[src/rtl/ghost_mode_ctrl.sv]
// ghost_mode_ctrl: ghost behaviour sequencer (IDLE / SCATTER / CHASE / FRIGHT).
// A frame tick derived from frame_clk drives the scatter/chase schedule, the
// frightened countdown and the staggered ghost-house releases.
// Optional feature macro: GHOST_FRIGHT_FLASH_EN builds the flashing-blue
// indicator for the last FLASH_TICKS of frightened mode. When the macro is
// undefined, fright_flash is tied low and no comparator is built.
module ghost_mode_ctrl #(
    parameter int SCATTER_TICKS = 420,
    parameter int CHASE_TICKS   = 1200,
    parameter int FRIGHT_TICKS  = 360,
    parameter int FLASH_TICKS   = 120,
    parameter int RELEASE_TICKS = 240
) (
    input  logic       Clk,
    input  logic       Reset,
    input  logic       frame_clk,
    input  logic       game_start,
    input  logic       power_pellet,
    input  logic       lifeDown,
    output logic [1:0] mode,
    output logic [2:0] phase,
    output logic       reverse,
    output logic       fright_flash,
    output logic [3:0] ghost_release
);

    // State encoding equals the mode output encoding
    localparam logic [1:0] ST_SCATTER = 2'b00;
    localparam logic [1:0] ST_CHASE   = 2'b01;
    localparam logic [1:0] ST_FRIGHT  = 2'b10;
    localparam logic [1:0] ST_IDLE    = 2'b11;

    localparam logic [10:0] CNT_MAX     = 11'h7FF;
    localparam logic [10:0] SCATTER_LIM = 11'(SCATTER_TICKS);
    localparam logic [10:0] CHASE_LIM   = 11'(CHASE_TICKS);
    localparam logic [10:0] FRIGHT_LIM  = 11'(FRIGHT_TICKS);
    localparam logic [10:0] RELEASE_LIM = 11'(RELEASE_TICKS);

    // All tick counts must fit the 11-bit saturating counters
    if (SCATTER_TICKS < 1 || SCATTER_TICKS > 2047 || CHASE_TICKS < 1 || CHASE_TICKS > 2047 ||
        FRIGHT_TICKS < 1 || FRIGHT_TICKS > 2047 || RELEASE_TICKS < 1 || RELEASE_TICKS > 2047 ||
        FLASH_TICKS < 0 || FLASH_TICKS > FRIGHT_TICKS) begin : g_bad_params
        $error("ghost_mode_ctrl: tick parameter out of range");
    end

    logic        frame_sync1_reg, frame_sync2_reg, frame_edge_reg, tick_reg;
    logic [1:0]  state_reg, state_next;
    logic [2:0]  phase_reg, phase_next;
    logic [10:0] phase_timer_reg, phase_timer_next;
    logic [10:0] fright_timer_reg, fright_timer_next;
    logic [10:0] release_cnt_reg, release_cnt_next;
    logic [3:0]  release_reg, release_next;
    logic        reverse_reg, reverse_next;

    logic        tick_ok;
    logic [10:0] phase_limit, phase_timer_inc, release_cnt_inc;
    logic [3:0]  lower_set, release_grant;

    // Synchronize frame_clk and register a single-cycle tick on its rising edge
    always_ff @(posedge Clk or negedge Reset) begin
        if (!Reset) begin
            frame_sync1_reg <= 1'b0;
            frame_sync2_reg <= 1'b0;
            frame_edge_reg  <= 1'b0;
            tick_reg        <= 1'b0;
        end else begin
            frame_sync1_reg <= frame_clk;
            frame_sync2_reg <= frame_sync1_reg;
            frame_edge_reg  <= frame_sync2_reg;
            tick_reg        <= frame_sync2_reg & ~frame_edge_reg;
        end
    end

    // Lowest ghost still in the house: one-hot grant over the clear bits
    assign lower_set[0] = 1'b1;
    for (genvar gi = 1; gi < 4; gi++) begin : g_lower
        assign lower_set[gi] = lower_set[gi-1] & release_reg[gi-1];
    end
    for (genvar gi = 0; gi < 4; gi++) begin : g_grant
        assign release_grant[gi] = lower_set[gi] & ~release_reg[gi];
    end

    // Next-state logic: lifeDown beats power_pellet beats tick-driven expiry
    always_comb begin
        state_next        = state_reg;
        phase_next        = phase_reg;
        phase_timer_next  = phase_timer_reg;
        fright_timer_next = fright_timer_reg;
        release_cnt_next  = release_cnt_reg;
        release_next      = release_reg;
        reverse_next      = 1'b0;

        // A tick landing together with game_start or lifeDown is dropped
        tick_ok         = tick_reg & ~game_start & ~lifeDown;
        phase_limit     = phase_reg[0] ? CHASE_LIM : SCATTER_LIM;
        phase_timer_inc = (phase_timer_reg == CNT_MAX) ? CNT_MAX : phase_timer_reg + 11'd1;
        release_cnt_inc = (release_cnt_reg == CNT_MAX) ? CNT_MAX : release_cnt_reg + 11'd1;

        if (state_reg == ST_IDLE) begin
            if (game_start) begin
                state_next        = ST_SCATTER;
                phase_next        = 3'd0;
                phase_timer_next  = 11'd0;
                fright_timer_next = 11'd0;
                release_cnt_next  = 11'd0;
                release_next      = 4'b0001;
            end
        end else if (lifeDown) begin
            state_next        = ST_SCATTER;
            phase_next        = 3'd0;
            phase_timer_next  = 11'd0;
            fright_timer_next = 11'd0;
            release_cnt_next  = 11'd0;
            release_next      = 4'b0001;
        end else if (power_pellet) begin
            // Entering fright reverses the ghosts; a refresh while frightened does not
            reverse_next      = (state_reg != ST_FRIGHT);
            state_next        = ST_FRIGHT;
            fright_timer_next = FRIGHT_LIM;
        end else if (tick_ok) begin
            if (state_reg == ST_FRIGHT) begin
                if (fright_timer_reg <= 11'd1) begin
                    // Resume the schedule where it was frozen
                    fright_timer_next = 11'd0;
                    state_next        = phase_reg[0] ? ST_CHASE : ST_SCATTER;
                end else begin
                    fright_timer_next = fright_timer_reg - 11'd1;
                end
            end else begin
                if (release_reg != 4'b1111) begin
                    if (release_cnt_inc >= RELEASE_LIM) begin
                        release_next     = release_reg | release_grant;
                        release_cnt_next = 11'd0;
                    end else begin
                        release_cnt_next = release_cnt_inc;
                    end
                end
                // Phase 7 is the final, untimed chase
                if ((phase_reg != 3'd7) && (phase_timer_inc >= phase_limit)) begin
                    phase_next       = phase_reg + 3'd1;
                    phase_timer_next = 11'd0;
                    reverse_next     = 1'b1;
                    state_next       = phase_reg[0] ? ST_SCATTER : ST_CHASE;
                end else begin
                    phase_timer_next = phase_timer_inc;
                end
            end
        end
    end

    // State, timers and release mask registers
    always_ff @(posedge Clk or negedge Reset) begin
        if (!Reset) begin
            state_reg        <= ST_IDLE;
            phase_reg        <= 3'd0;
            phase_timer_reg  <= 11'd0;
            fright_timer_reg <= 11'd0;
            release_cnt_reg  <= 11'd0;
            release_reg      <= 4'b0000;
            reverse_reg      <= 1'b0;
        end else begin
            state_reg        <= state_next;
            phase_reg        <= phase_next;
            phase_timer_reg  <= phase_timer_next;
            fright_timer_reg <= fright_timer_next;
            release_cnt_reg  <= release_cnt_next;
            release_reg      <= release_next;
            reverse_reg      <= reverse_next;
        end
    end

    assign mode          = state_reg;
    assign phase         = phase_reg;
    assign reverse       = reverse_reg;
    assign ghost_release = release_reg;

`ifdef GHOST_FRIGHT_FLASH_EN
    localparam logic [10:0] FLASH_LIM = 11'(FLASH_TICKS);
    assign fright_flash = (state_reg == ST_FRIGHT) && (fright_timer_reg <= FLASH_LIM);
`else
    assign fright_flash = 1'b0;
`endif

endmodule

[config.mk]
export PLATFORM = sky130hd
export DESIGN_NAME = ghost_mode_ctrl
export DESIGN_NICKNAME = d
export VERILOG_FILES = /design/src/rtl/ghost_mode_ctrl.sv
export SDC_FILE = /design/constraint.sdc
export NUM_CORES = 1
export LEC_CHECK = 0
export CORE_MARGIN = 2
export CORE_UTILIZATION = 59
export CTS_CLUSTER_DIAMETER = 200
export DETAILED_ROUTE_END_ITERATION = 8
export GPL_ROUTABILITY_DRIVEN = 0
export PLACE_DENSITY = 0.79
export SLEW_MARGIN = 20
export SYNTH_ARGS = -nofsm -noshare
export SYNTH_HDL_FRONTEND = slang
export SYNTH_SLANG_ARGS = --single-unit
[constraint.sdc]
create_clock -name Clk -period 4.19 [get_ports Clk]
set_input_delay 1.257 -clock Clk [delete_from_list [all_inputs] [get_ports Clk]]
set_output_delay 1.257 -clock Clk [all_outputs]
set_load 0.05 [all_outputs]
==> flow_metrics.tcl <==
set metrics [dict create \
    numPortBuffers 15 \
    htree_levels 2 \
    vias_per_cell 6.04 \
    io_pins 17 \
    yosys_register_bits 47 \
    reg2reg_from "phase_timer_reg[0]" \
    slew-limit-headroom_pct 29.3 \
    r2r_cells 12 \
    cts.clk_slew.worst_paths_ps 80 \
    synth_flop_cell "dfrtp_1" \
    crit_fanout 15 \
    cts-root-buf "clkbuf_8" \
    cap_violations 0 \
    tns_ps 0 \
    setup_viol 0 \
    clockBufferDepth 2 \
    required_ps 4310 \
    synth_top_area_share_pct 39.7 \
    worstMarginPinSlew_ps 1060 \
    path_buf_inv 1 \
    seq_area_frac_synth_pct 41.5 \
    hpwlAfterDp_mm 4.07 \
    clock-skew-final_ps 2.77 \
    worst_path_max_delay_cell "a31oi_1" \
    synth_nets 341 \
    fp.dieArea_sq_um 5380 \
    place_area_sq_um 2970 \
    wire_per_inst_um 14.5 \
    min_period_ps 3370 \
    hold-path-cell-count 0 \
    die_w_um 73.4 \
    drtAntennaViolNets 0 \
    grt_pass1_wl_mm 9.58 \
    dr.first_iter.drc_count 127 \
    cp_top_family "compound AO/OA/AOI/OAI gates" \
    rrSetupSlack_ps 910 \
    syn_area_sq_um 2840 \
    leakage_nw 1.33 \
    placementRows 25 \
    final_layout_size_suffix_gt1_share_pct 9.58 \
    final_area_sq_um 3080 \
    core-area_sq_um 4690 \
    setup_ws_ps 823 \
    cpPeakStageDelay_ps 800 \
    ys_types 60 \
    cts_hold_buffers 0 \
    hp-class "flip-flop to flip-flop" \
    outcome "complete, no violations" \
    synth_common_cells "nand2_1, dfrtp_1, nor2_1" \
    wl_mm 5.65 \
    antenna_found_initial 0 \
    area_growth_pct 8.38 \
    pre_cts_slack_ps 477 \
    cts_tree "done" \
    firstDrtPassIters 4 \
    synth_edf_count 0 \
    synth_most_common_cell "nand2_1" \
    cts_sinks 47 \
    hold_start "frame_sync1_reg" \
    globalRouteOverflowTotal 0 \
    worstSetupEndpointType "flip-flop" \
    initial_core_util_pct 60.5 \
    yosys_warnings 0 \
    vias 2343 \
    cts_buffers 5 \
    grt_max_degree 48 \
    nNetsFinal 349 \
    cp.arrival_ps 3490 \
    drcViolationCount 0 \
    rsz0062_at_grt "no" \
    clk-insertion-delay-late_ps 300 \
    fmax_ghz 0.297 \
    synth_area_leaders "dfrtp_1, nand2_1, nor2_1" \
    start_kind "input port" \
    post_cts_buffers 0 \
    synthArstFlopShare_pct 100 \
    fill_cells 402 \
    min_to "frame_sync2_reg" \
    vdd_ir_drop_max_mv 0.215 \
    power_density_nw_per_um2 331 \
    timing.rr.end "mode[0]" \
    critPathKind "input port to flip-flop" \
    die_y_um 73.4 \
    hold_viol 0 \
    yosysTopAreaCell "dfrtp_1" \
    grt_use_total_pct 23.0 \
    drv_slew 0 \
    diodes 0 \
    post_cts_resize_count 0 \
    crit_chain "clkdlybuf4s50_1 -> and2b_2 -> a221oi_1 -> a31oi_1 -> o21a_1 -> a311oi_1" \
    syn_avg_cell_area_sq_um 8.73 \
    finalCritPeriodShare_pct 80.4 \
    syn_inst 325 \
    grt_pass1_vias 2097 \
]
[layout by cell type, fill, tap and decap left out, types with 6 or more instances in the layout]
cell / instances
nand2_1: 46
dfrtp_1: 45
nor2_1: 36
o21ai_0: 25
a21oi_1: 18
clkdlybuf4s50_1: 14
inv_1: 11
nand3_1: 11
ha_1: 10
mux2i_1: 7
nor3_1: 7
clkbuf_8: 7
nand4_1: 6
[worst max path at each step]
stage                  startpoint  cells after the start                 end
2_1_floorplan  phase_timer_reg[0]                     13  phase_timer_reg[1]
3_3_place_gp           game_start                      6    ghost_release[3]
3_5_place_dp           game_start                      6  release_cnt_reg[5]
4_1_cts                game_start                      6  release_cnt_reg[3]
5_1_grt        phase_timer_reg[0]                     12             mode[0]
6_report               game_start                      6  release_cnt_reg[3]
[layer usage]
layer	vias to the layer above	global-route usage, %	share of wire, %
met2	25	38.5	49
li1	1185	-	-
met3	8	4.66	2.5
met1	1125	30.3	47
met4	0	6.46	1.3
met5	-	0	0
[final cells by class]
cell class | instances | area (sq um) | area share [%]
Sequential cell | 47 | 1180 | 38.3
Inverter | 11 | 41.3 | 1.34
Timing Repair Buffer | 17 | 163 | 5.29
Multi-Input combinational cell | 251 | 1520 | 49.5
Tap cell | 54 | 67.6 | 2.20
Clock inverter | 1 | 7.51 | 0.244
Clock buffer | 7 | 96.3 | 3.13
[per-stage QoR]
stage,hold WS (ps),util (%),instances,total power [mW]
after floorplan,331,-,325,0.676
after global placement,334,63.3,380,0.724
after detailed placement,340,63.3,380,0.727
after CTS,359,65.5,388,1.02
after global routing,374,65.5,388,1.08
final,356,65.5,388,1.02
[where the power goes]
group | switching [mW] | total, mW | internal, mW
sequential | 0.0377 | 0.525 | 0.488
clock | 0.150 | 0.300 | 0.150
combinational | 0.122 | 0.194 | 0.0725
total | 0.309 | 1.02 | 0.710
[cell families (layout without fill, tap and decap cells)]
group | Yosys count | in the layout | share of synthesized area, %
simple gates | 140 | 140 | 24.6
compound gates | 89 | 89 | 20.8
flops | 47 | 47 | 41.5
buf+inv | 27 | 36 | 4.85
fa+ha+maj | 10 | 10 | 4.41
mux | 7 | 7 | 2.47
xor+xnor | 4 | 4 | 1.23
other cells | 1 | 1 | 0.132
No activity file was read; power rests on OpenSTA's default activity.
